<file path="src/rtl/axi4_lite_cmd_master.sv">
// axi4_lite_cmd_master: single-outstanding AXI4-Lite master driven by a command/response stream
// Define AXI4_LITE_CMD_MASTER_ERR_CNT_EN to add the saturating err_count output.
module axi4_lite_cmd_master #(
  parameter int A = 32,
  parameter int N = 4,
  parameter int ERR_CNT_W = 8
) (
  input  logic           aclk,
  input  logic           areset,
  input  logic           cmd_valid,
  output logic           cmd_ready,
  input  logic           cmd_write,
  input  logic [A-1:0]   cmd_addr,
  input  logic [N*8-1:0] cmd_wdata,
  input  logic [N-1:0]   cmd_wstrb,
  output logic           rsp_valid,
  input  logic           rsp_ready,
  output logic [N*8-1:0] rsp_rdata,
  output logic [1:0]     rsp_resp,
  output logic           rsp_write,
  output logic [A-1:0]   awaddr,
  output logic [2:0]     awprot,
  output logic           awvalid,
  input  logic           awready,
  output logic [N*8-1:0] wdata,
  output logic [N-1:0]   wstrb,
  output logic           wvalid,
  input  logic           wready,
  input  logic [1:0]     bresp,
  input  logic           bvalid,
  output logic           bready,
  output logic [A-1:0]   araddr,
  output logic [2:0]     arprot,
  output logic           arvalid,
  input  logic           arready,
  input  logic [N*8-1:0] rdata,
  input  logic [1:0]     rresp,
  input  logic           rvalid,
  output logic           rready
`ifdef AXI4_LITE_CMD_MASTER_ERR_CNT_EN
  ,
  output logic [ERR_CNT_W-1:0] err_count
`endif
);
  localparam logic [2:0] IDLE   = 3'd0;
  localparam logic [2:0] WR_REQ = 3'd1;
  localparam logic [2:0] WR_RSP = 3'd2;
  localparam logic [2:0] RD_REQ = 3'd3;
  localparam logic [2:0] RD_RSP = 3'd4;
  localparam logic [2:0] RSP    = 3'd5;
  logic [2:0] state;
  assign cmd_ready = state == IDLE;
  assign awprot = 3'b000;
  assign arprot = 3'b000;
  always_ff @(posedge aclk) begin
    if (areset) begin
      state <= IDLE;
      awvalid <= 1'b0;
      wvalid <= 1'b0;
      arvalid <= 1'b0;
      bready <= 1'b0;
      rready <= 1'b0;
      rsp_valid <= 1'b0;
      awaddr <= '0;
      araddr <= '0;
      wdata <= '0;
      wstrb <= '0;
      rsp_rdata <= '0;
      rsp_resp <= 2'b00;
      rsp_write <= 1'b0;
    end else begin
      case (state)
        IDLE: if (cmd_valid) begin
          awaddr <= cmd_addr;
          araddr <= cmd_addr;
          wdata <= cmd_wdata;
          wstrb <= cmd_wstrb;
          rsp_write <= cmd_write;
          awvalid <= cmd_write;
          wvalid <= cmd_write;
          arvalid <= ~cmd_write;
          state <= cmd_write ? WR_REQ : RD_REQ;
        end
        WR_REQ: begin
          // AW and W retire independently; a dropped valid counts as done
          awvalid <= awvalid & ~awready;
          wvalid <= wvalid & ~wready;
          if ((~awvalid | awready) && (~wvalid | wready)) begin
            bready <= 1'b1;
            state <= WR_RSP;
          end
        end
        WR_RSP: if (bvalid) begin
          rsp_resp <= bresp;
          rsp_rdata <= '0;
          bready <= 1'b0;
          rsp_valid <= 1'b1;
          state <= RSP;
        end
        RD_REQ: if (arready) begin
          arvalid <= 1'b0;
          rready <= 1'b1;
          state <= RD_RSP;
        end
        RD_RSP: if (rvalid) begin
          rsp_rdata <= rdata;
          rsp_resp <= rresp;
          rready <= 1'b0;
          rsp_valid <= 1'b1;
          state <= RSP;
        end
        RSP: if (rsp_ready) begin
          rsp_valid <= 1'b0;
          state <= IDLE;
        end
        default: state <= IDLE;
      endcase
    end
  end
`ifdef AXI4_LITE_CMD_MASTER_ERR_CNT_EN
  logic       cap;
  logic [1:0] cap_resp;
  always_comb begin
    cap = (state == WR_RSP && bvalid) || (state == RD_RSP && rvalid);
    cap_resp = state == WR_RSP ? bresp : rresp;
  end
  always_ff @(posedge aclk) begin
    if (areset) err_count <= '0;
    else if (cap && cap_resp != 2'b00 && ~&err_count) err_count <= err_count + 1'b1;
  end
`endif
endmodule

</file>
<file path="config.mk">
export PLATFORM = sky130hd
export DESIGN_NAME = axi4_lite_cmd_master
export DESIGN_NICKNAME = d
export VERILOG_FILES = /design/src/rtl/axi4_lite_cmd_master.sv
export SDC_FILE = /design/constraint.sdc
export NUM_CORES = 1
export LEC_CHECK = 0
export ABC_AREA = 0
export CAP_MARGIN = 20
export CORE_MARGIN = 3
export CORE_UTILIZATION = 41
export DETAILED_ROUTE_END_ITERATION = 6
export PLACE_DENSITY = 0.84
export SKIP_LAST_GASP = 1
export SLEW_MARGIN = 0
export SYNTH_ARGS = -nofsm -noshare
export SYNTH_HDL_FRONTEND = slang
export SYNTH_SLANG_ARGS = --single-unit
</file>
<file path="constraint.sdc">
create_clock -name aclk -period 3.75 [get_ports aclk]
set_clock_uncertainty 0.1 [all_clocks]
set_input_delay 0.75 -clock aclk [delete_from_list [all_inputs] [get_ports aclk]]
set_output_delay 0.75 -clock aclk [all_outputs]
set_load 0.03 [all_outputs]
</file>
Word level (Yosys, flattened, before mapping)
Cells that the tools add are included.
{"block": "totals", "reg_bits": 112, "input_bits": 114, "output_inout_bits": 148, "word_cells": 79}
{"block": "op_classes", "eq_ne": 11, "mux": 30, "bitwise_logic": 9, "reduce_logical": 16}
{"operator": "32-bit two-way mux", "count": 2}
{"operator": "32-bit one-hot mux with 2 select lines", "count": 1}
{"operator": "3-bit two-way mux", "count": 6}
{"operator": "3-bit one-hot mux with 6 select lines", "count": 1}
{"operator": "2-bit != test, second input constant", "count": 6}
{"operator": "3-bit AND reduction", "count": 4}
{"operator": "1-bit two-way mux", "count": 10}
{"operator": "1-bit one-hot mux with 2 select lines", "count": 5}
{"operator": "2-bit nonzero test", "count": 5}
{"operator": "3-bit by 2-bit equality test with 1-bit output, second input constant", "count": 2}
{"operator": "3-bit equality test, second input constant", "count": 2}
{"operator": "2-bit two-way mux", "count": 3}
{"operator": "6-bit AND reduction", "count": 1}
{"operator": "1-bit inverter", "count": 5}
{"operator": "2-bit one-hot mux with 2 select lines", "count": 1}
{"operator": "2-bit AND reduction", "count": 2}
{"operator": "4-bit AND reduction", "count": 1}
{"operator": "3-bit by 1-bit equality test with 1-bit output, second input constant", "count": 1}
{"operator": "3-bit zero test", "count": 1}
{"operator": "1-bit one-hot mux with 3 select lines", "count": 1}
{"operator": "3-bit nonzero test", "count": 1}
{"operator": "1-bit AND", "count": 2}
{"operator": "1-bit bitwise OR", "count": 2}
{"operator": "1-bit logical AND", "count": 1}

Depth between registers and ports, before layout
Gate-level depths: netlist of the first run.
{"block": "depth", "depth_word": 5, "depth_mapped": 7, "depth_no_buf": 4}

Worst setup path before layout of the first run
OpenSTA, ideal clock, no wires.
{"block": "synth_timing", "path_kind": "register to register", "from": "reg state[2]", "to": "reg araddr[30]", "t_arrival_ns": 1.933, "setup_slack_ns": 1.585, "path_stages_with_launch": 8, "cell_sequence": "dfxtp_1 > buf_4 > nor3_1 > nand2_1 > buf_4 > buf_6 > nand2_1 > a21oi_1"}
{"block": "synth_between", "elab_chain_len": 2}
{"item": "start: declaration", "line_no": "51", "rtl": "logic [2:0] state;"}
{"item": "start signal: assignment", "line_no": "82", "rtl": "state <= cmd_write ? WR_REQ : RD_REQ;"}
{"item": "3-bit zero test"}
{"item": "named net cmd_ready", "line_no": "11", "rtl": "output logic cmd_ready,"}
{"item": "2-bit AND reduction (no source line)"}
{"item": "end signal: assignment", "line_no": "75", "rtl": "araddr <= cmd_addr;"}
{"item": "end: declaration", "line_no": "32", "rtl": "output logic [A-1:0] araddr,"}
The timed path passes the listed nets, and every way through them passes these cells.
A chain may end at the register's enable or synchronous reset.

Worst setup path after layout of the first run
{"block": "layout_timing", "from": "reg state[0]", "to": "out cmd_ready"}
{"block": "layout_between", "elab_chain_len": 1}
{"item": "3-bit zero test", "line_no": "52", "rtl": "assign cmd_ready = state == IDLE;"}
{"item": "end: declaration", "line_no": "11"}
Every way passes these cells.

==> metrics, run 1 <==
Clock H-tree levels 3; dominant cell type by area after synthesis dfxtp_1; port bufs 255; final hold violations 0; M1 WL 5250 um; CP Max Fanout 16; chip height 111 um; Core Rows 37; first-pass GRT wire length 21300 um; P&R area growth vs syn 54.6%; WL met2 6590 um; DR WL met3 1180 um; Antenna Cells 0; cts bufs inserted 9; Final nets 865; outcome completed; yosys warns 0; largest buffer count on any clock path 2; VDD IR-drop max 379 uV; worst stage delay on the critical path 760 ps; Rel. slew slack 0.318; vias in the first global route 4379; top cells by area, synth dfxtp_1 50%, nand2_1 12%, a21oi_1 12%; clk slew on worst S/H paths 100 ps; Final period util 0.753; CP endpoint cmd_ready; pwr dens 587 mW/mm^2; unrepaired setup endpoints after global routing false; CP required 2900 ps; Syn Area/Cell 8.17 um^2; 1st-iter DRT viols 282; Top-Level Pins 262; critical path class flip-flop to output pin; most frequent cells in the layout 254 x clkdlybuf4s50_1, 145 x nand2_1, 112 x dfxtp_1; Total GRT Usage 0.208; drt pass-1 iters 4; max-slew violation count 0; Final Critical Period 2820 ps; flop2flop setup slack 1460 ps; sequential-to-total area share from yosys stat 0.495; Synth Register Bits 112; most common cell after layout, fill and taps aside clkdlybuf4s50_1; WL final 13400 um; WP buf/inv 1; Post-CTS Setup Inserts 0; die width 111 um; CTS root buffer clkbuf_8; die footprint 0.0123 mm^2; share of post-route cells with drive strength above 1 0.0331; pin count of the biggest net entering global routing 75; Leak 2.45 nW; crit-path leading delay family buffers and inverters; Worst-Skew Late Latency 350 ps; Worst path slowest cell clkdlybuf4s50_1; library cells used by synthesis 30; dpl hpwl 9970 um; Syn Inst Count 554; crit path DAT 1970 ps; core area 0.0105 mm^2; R2R depth 4; Critical Path Stages 2; top layer in use met4; Critical Path Start state[0]; crit-path cells nor3_1 -> clkdlybuf4s50_1; Worst Tran Pin Value 1020 ps; gpl congestion 0.856; setup TNS 0 ps; TritonCTS clock tree done; placed cell count 876; max-cap violation count 0; area of the mapped netlist 0.00453 mm^2; final setup fails 0; Initial Utilization 0.431; hold_buf cts 0; Fillers 848; Synth top area share 0.495; wire length per cell 15.0 um; number of vias per cell 4.95; Startpoint Class flip-flop; worst hold margin 360 ps; CP endpoint kind output pin; fmax 354 MHz; CTS sink cnt 112; R2R Path End rsp_rdata[2]; fin cells 891; via count 4412; Resize count post-CTS 0; DRC Markers 0; Worst R2R Start state[2]; antenna viol nets, final 0; initial antenna violation count 0; GRT overflow 0; Hold Path Class flip-flop to flip-flop
-- through the flow --
step	area, um^2	utilization	total power, mW	setup slack (ps)
2_1_floorplan	4550	-	2.82	1580
3_3_place_gp	6810	0.648	3.40	1230
3_5_place_dp	6810	0.648	3.45	1140
4_1_cts	7000	0.666	4.15	901
5_1_grt	7000	0.666	4.32	850
6_report	7000	0.666	4.11	927
-- metal layers --
layer  GRT usage  vias to the layer above
met5           0                        -
met4      0.0884                        0
met3      0.0699                       27
met2       0.374                      188
met1       0.223                     2031
li1            -                     2166
-- cell families after synthesis --
family          share of synthesized area
mux                                0.0133
buf+inv                             0.117
flops                               0.495
simple gates                        0.232
compound gates                      0.141
other cells                      0.000828
-- report_power, final --
group	switching, mW	internal (mW)	leakage, nW
Combinational	1.10	0.757	1.44
Sequential	0.165	1.38	0.912
Clock	0.374	0.324	0.0925
-- synthesized netlist by cell type --
master	count
nor2_1	4
conb_1	1
a311oi_1	1
or3b_1	1
inv_1	4
clkbuf_1	21
o211a_1	1
a2111o_1	1
nor3_1	3
nand2_1	146
clkbuf_2	1
a31oi_1	3
o21a_1	1
mux2i_1	6
o211ai_2	1
a21oi_1	106
buf_6	2
nor3b_4	1
buf_4	52
nand2b_1	33
a2111oi_0	1
dfxtp_1	112
nor2b_1	4
a21oi_2	1
buf_2	4
nand3b_1	2
o21bai_1	1
a211oi_1	2
nor4b_1	2
nand3_1	36
-- flip-flops by register name, indices dropped and copies added (netlist names) --
register / flops
araddr: 32
rsp_rdata: 32
wdata: 32
wstrb: 4
state: 3
rsp_resp: 2
arvalid: 1
awvalid: 1
bready: 1
rready: 1
rsp_valid: 1
rsp_write: 1
wvalid: 1
-- worst min-delay path: stages, from the launching register on --
cell and delay [ps]:
dfxtp_1 320, nand2_1 50, a21oi_1 50
-- worst min path at each step --
stage	startpoint	end	slack (ps)	cells past startpoint
after floorplan	rready	rready	480	2
after detailed placement	wdata[28]	wdata[28]	350	2
final	wdata[1]	wdata[1]	360	2
after global routing	wdata[13]	wdata[13]	380	2
after global placement	wdata[22]	wdata[22]	340	2
after CTS	wstrb[3]	wstrb[3]	360	2
-- cell type report --
type | count | area (um^2) | area share
timing repair buffer | 261 | 2590 | 0.371
sequential | 112 | 2240 | 0.320
multi-input combinational | 363 | 1790 | 0.255
tap | 136 | 170 | 0.0243
clock buffer | 12 | 145 | 0.0207
clock inverter | 3 | 42.5 | 0.00608
inverter | 4 | 15.0 | 0.00215
Power figures use the tool's default switching activity.
==> inputs of run 2 (changes only) <==
--- a/config.mk
+++ b/config.mk
@@ -8,9 +8,9 @@
 export ABC_AREA = 0
 export CAP_MARGIN = 20
 export CORE_MARGIN = 3
-export CORE_UTILIZATION = 41
+export CORE_UTILIZATION = 38
 export DETAILED_ROUTE_END_ITERATION = 6
-export PLACE_DENSITY = 0.84
+export PLACE_DENSITY = 0.78
 export SKIP_LAST_GASP = 1
 export SLEW_MARGIN = 0
 export SYNTH_ARGS = -nofsm -noshare
==> constraint.sdc (replaced) <==
create_clock -name aclk -period 3 [get_ports aclk]
set_clock_uncertainty 0.1 [all_clocks]
set_input_delay 0.6 -clock aclk [delete_from_list [all_inputs] [get_ports aclk]]
set_output_delay 0.6 -clock aclk [all_outputs]
set_load 0.03 [all_outputs]
==> metrics, run 2 (synthesis gave the netlist of run 1 again) <==
outcome completed; number of vias per cell 4.88 (-1.4%); clock power share 0.212 (+0.042); Total GRT Usage 0.189 (-0.0194); VDD IR-drop max 389 uV (+2.6%); Final nets 868 (+0.35%); die footprint 0.0133 mm^2 (+7.5%); share of post-route cells with drive strength above 1 0.0408 (+0.00773); Clock H-tree levels 3 (unchanged); CP required 2300 ps (-600 ps); initial antenna violation count 0 (unchanged); Resize count post-CTS 0 (unchanged); Worst Tran Pin Value 619 ps (-403 ps); Core Rows 39 (+5.4%); switching share of power 0.394 (-0.00599); max-slew violation count 0 (unchanged); clk slew on worst S/H paths 70 ps (-30 ps); pin count of the biggest net entering global routing 74 (-1.3%); Rel. slew slack 0.586 (+0.268); Top-Level Pins 262 (unchanged); CTS root buffer clkbuf_16; most frequent cells in the layout 254 x clkdlybuf4s50_1, 145 x nand2_1, 112 x dfxtp_1; Post-CTS Setup Inserts 0 (unchanged); Gate power share 0.443 (-0.010); Worst-Skew Late Latency 340 ps (about the same); GRT overflow 0 (unchanged); CP Max Fanout 13 (-3); Worst Setup Slack, final 445 ps (-482 ps); Pint 3.32 mW (+35%); gpl congestion 0.764 (-11%); part of the power in registers 0.346 (-0.031); TritonCTS clock tree done; Startpoint Class flip-flop; port bufs 255 (unchanged); Final period util 0.852; wire length per cell 14.8 um (-1.9%); dpl hpwl 9830 um (-1.3%); Sw Pwr 2.16 mW (+31%); final setup fails 0 (unchanged); P&R area growth vs syn 58.4%; critical path class flip-flop to output pin; drt pass-1 iters 4 (unchanged); CP endpoint kind output pin; vias in the first global route 4154 (-5.1%); max-cap violation count 0 (unchanged); 1st-iter DRT viols 331 (+17%); CTS sink cnt 112 (unchanged); fmax 391 MHz; WL final 13300 um (-0.68%); Final Critical Period 2560 ps; crit path DAT 1860 ps (-110 ps); antenna viol nets, final 0 (unchanged); chip height 115 um (+3.7%); DRC Markers 0 (unchanged); Antenna Cells 0 (unchanged); unrepaired setup endpoints after global routing false; via count 4402 (-0.23%); Leak 2.53 nW (+3.2%); final hold violations 0 (unchanged); biggest regs araddr (32), rsp_rdata (32), wdata (32); die width 115 um (+3.7%); Tot Pwr 5.48 mW (+33%); core area 0.0115 mm^2 (+9.6%); setup TNS 0 ps (unchanged); pre-CTS setup slack 557 ps (-587 ps); cts bufs inserted 9 (unchanged); most common cell after layout, fill and taps aside clkdlybuf4s50_1; largest buffer count on any clock path 2 (unchanged); first-pass GRT wire length 20100 um (-5.7%); Hold Path Class flip-flop to flip-flop; Initial Utilization 0.393 (-0.0377); pwr dens 764 mW/mm^2 (+30%); hold_buf cts 0 (unchanged)
[run 2: area by class of cell]
class                   count  area (um^2)
clock buffers              10          239
flip-flops and latches    112         2240
multi-input cells         363         1790
clock inverters             6         52.6
inverters                   4         15.0
well taps                 143          179
fillers                   967         4350
repair buffers            264         2660
[run 2: worst paths after layout]
kind | endpoint | slack (ps) | depth (start not counted) | startpoint
worst max-delay path | cmd_ready | 440 | 2 | state[2]
worst min-delay path | wdata[3] | 360 | 2 | wdata[3]
worst max register to register | rsp_resp[0] | 990 | 4 | state[2]
worst min register to register | wdata[3] | 360 | 2 | wdata[3]
[run 2: power by group through the flow]
stage	clock, mW	combinational [mW]	sequential [mW]
floorplan	0	1.18	2.34
global placement	0	2.40	1.91
detailed placement	0	2.44	1.93
CTS	1.20	2.45	1.90
global route	1.25	2.59	1.93
finish	1.16	2.43	1.89
[run 2: metrics by stage]
step	util	cells	instance area (um^2)	hold WS [ps]
6_report	0.623	902	7170	355
5_1_grt	0.623	902	7170	367
4_1_cts	0.623	902	7170	355
3_5_place_dp	0.597	886	6880	345
3_3_place_gp	0.597	886	6880	342
2_1_floorplan	-	559	4550	480
[run 2: layer usage]
layer / global-route usage / vias up / wire (um)
met5: 0 / - / 0
met2: 0.345 / 175 / 6850
met1: 0.211 / 2042 / 5150
met3: 0.0574 / 13 / 1110
li1: - / 2172 / -
met4: 0.0548 / 0 / 197
[run 2: worst max-delay path, cell delays in order (launching register included)]
cell             delay, ps
dfxtp_1                450
nor3_1                 330
clkdlybuf4s50_1        740
==> inputs of run 3 (changes only) <==
--- a/config.mk
+++ b/config.mk
@@ -11,6 +11,7 @@
 export CORE_UTILIZATION = 38
 export DETAILED_ROUTE_END_ITERATION = 6
 export PLACE_DENSITY = 0.78
+export SKIP_CTS_REPAIR_TIMING = 1
 export SKIP_LAST_GASP = 1
 export SLEW_MARGIN = 0
 export SYNTH_ARGS = -nofsm -noshare
==> constraint.sdc (replaced) <==
create_clock -name aclk -period 3 [get_ports aclk]
set_clock_uncertainty 0.1 [all_clocks]
set_input_delay 0.3 -clock aclk [delete_from_list [all_inputs] [get_ports aclk]]
set_output_delay 0.3 -clock aclk [all_outputs]
set_load 0.03 [all_outputs]
==> metrics, run 3 (synthesis gave the netlist of run 1 again) <==
GRT overflow 0 (unchanged); dpl hpwl 9850 um (+0.16%); clock power share 0.208 (-0.004); Clock H-tree levels 3 (unchanged); Leak 2.50 nW (-0.87%); Final nets 867 (-0.12%); cts bufs inserted 9 (unchanged); CP required 2600 ps (+300 ps); vias in the first global route 4169 (+0.36%); worst hold margin 297 ps (-57.8 ps); share of post-route cells with drive strength above 1 0.0383 (-0.00258); Sw Pwr 2.12 mW (-1.6%); Antenna Cells 0 (unchanged); met2 usage 0.336 (-0.00926); most frequent cells in the layout 254 x clkdlybuf4s50_1, 145 x nand2_1, 112 x dfxtp_1; core area 0.0115 mm^2 (unchanged); Worst path slowest cell clkdlybuf4s50_1; Total GRT Usage 0.187 (-0.00215); setup TNS 0 ps (unchanged); CP endpoint kind output pin; pwr dens 757 mW/mm^2 (-0.98%); max-slew violation count 0 (unchanged); unrepaired setup endpoints after global routing false; final setup fails 0 (unchanged); Startpoint Class flip-flop; met1 Use GR 0.209 (-0.00216); Pint 3.27 mW (-1.6%); CTS root buffer clkbuf_16; die width 115 um (unchanged); DRC Markers 0 (unchanged); via count 4380 (-0.50%); worst stage delay on the critical path 750 ps (about the same); initial antenna violation count 0 (unchanged); met3 Usage GRT 0.0558 (-0.00158); wire length per cell 14.5 um (-1.5%); placed cell area 0.00685 mm^2 (-0.47%); Rel. slew slack 0.609 (+0.0230); Fillers 959 (-0.83%); die footprint 0.0133 mm^2 (unchanged); FF/Latch Area 0.00224 mm^2 (unchanged); P&R area growth vs syn 57.4%; Core Rows 39 (unchanged); CTS sink cnt 112 (unchanged); switching share of power 0.393 (about the same); most common cell after layout, fill and taps aside clkdlybuf4s50_1; first-pass GRT wire length 20000 um (-0.72%); GR peak layer met2; max-cap violation count 0 (unchanged); cell area after layout 0.00713 mm^2 (-0.61%); clk slew on worst S/H paths 70 ps (about the same); chip height 115 um (unchanged); part of the power in registers 0.358 (+0.012); outcome completed; biggest regs araddr (32), rsp_rdata (32), wdata (32); fmax 417 MHz (+6.5%); number of vias per cell 4.86 (-0.39%); Final period util 0.800 (-0.0519); Initial Utilization 0.393 (unchanged); antenna viol nets, final 0 (unchanged); Worst-Skew Late Latency 330 ps (about the same); WL final 13100 um (-1.7%); CP Max Fanout 16 (+3); Gate power share 0.434 (-0.009); final hold violations 0 (unchanged); gpl congestion 0.773 (+1.2%); largest buffer count on any clock path 2 (unchanged); VDD IR-drop max 355 uV (-8.6%); Tot Pwr 5.39 mW (-1.6%); crit-path cells nor3_1 -> clkdlybuf4s50_1; drt pass-1 iters 4 (unchanged); Worst Tran Pin Value 586 ps (-33.1 ps); Top-Level Pins 262 (unchanged); TritonCTS clock tree done; Final Critical Period 2400 ps (-156 ps); crit path DAT 2000 ps (+140 ps); 1st-iter DRT viols 183 (-45%); pin count of the biggest net entering global routing 70 (-5.4%); footprint of the multi-input gates 0.00179 mm^2 (unchanged); port bufs 255 (unchanged); critical path class flip-flop to output pin; Hold Path Class input pin to flip-flop
[run 3: power by group through the flow]
| stage | Combinational (mW) | Sequential [mW] | Clock, mW |
|---|---|---|---|
| global route | 2.52 | 1.97 | 1.22 |
| finish | 2.34 | 1.93 | 1.12 |
| CTS | 2.37 | 1.94 | 1.16 |
| detailed placement | 2.36 | 1.97 | 0 |
| global placement | 2.33 | 1.95 | 0 |
| floorplan | 1.18 | 2.34 | 0 |
[run 3: path summary, 6_finish.rpt]
path              from             to  slack, ps  depth (start not counted)
max           state[0]      cmd_ready        600                          2
min             areset       state[2]        300                          2
max reg2reg   state[1]  rsp_rdata[17]       1010                          5
min reg2reg  wdata[16]      wdata[16]        360                          2
[run 3: worst max-delay path, delay by kind of cell (launching register included)]
kind,cells,cell delay (ps)
and+or+nand+nor,1,430
DFF,1,490
buffers and inverters,1,750
[run 3: per-stage QoR]
stage / utilization / std cells / setup slack, ps
finish: 0.619 / 901 / 600
global route: 0.619 / 901 / 482
CTS: 0.619 / 901 / 551
detailed placement: 0.595 / 885 / 855
global placement: 0.595 / 885 / 912
floorplan: - / 559 / 835
[run 3: final cells by class]
cell class / count / area share
Inverter: 4 / 0.00211
Timing Repair Buffer: 263 / 0.368
Sequential cell: 112 / 0.315
Clock buffer: 10 / 0.0321
Multi-Input combinational cell: 363 / 0.251
Clock inverter: 6 / 0.00720
Tap cell: 143 / 0.0251
[run 3: per-layer routing]
layer	part of all wire	wire, um
met1	0.38	5040
met2	0.51	6690
met3	0.085	1110
met4	0.019	252
met5	0	0
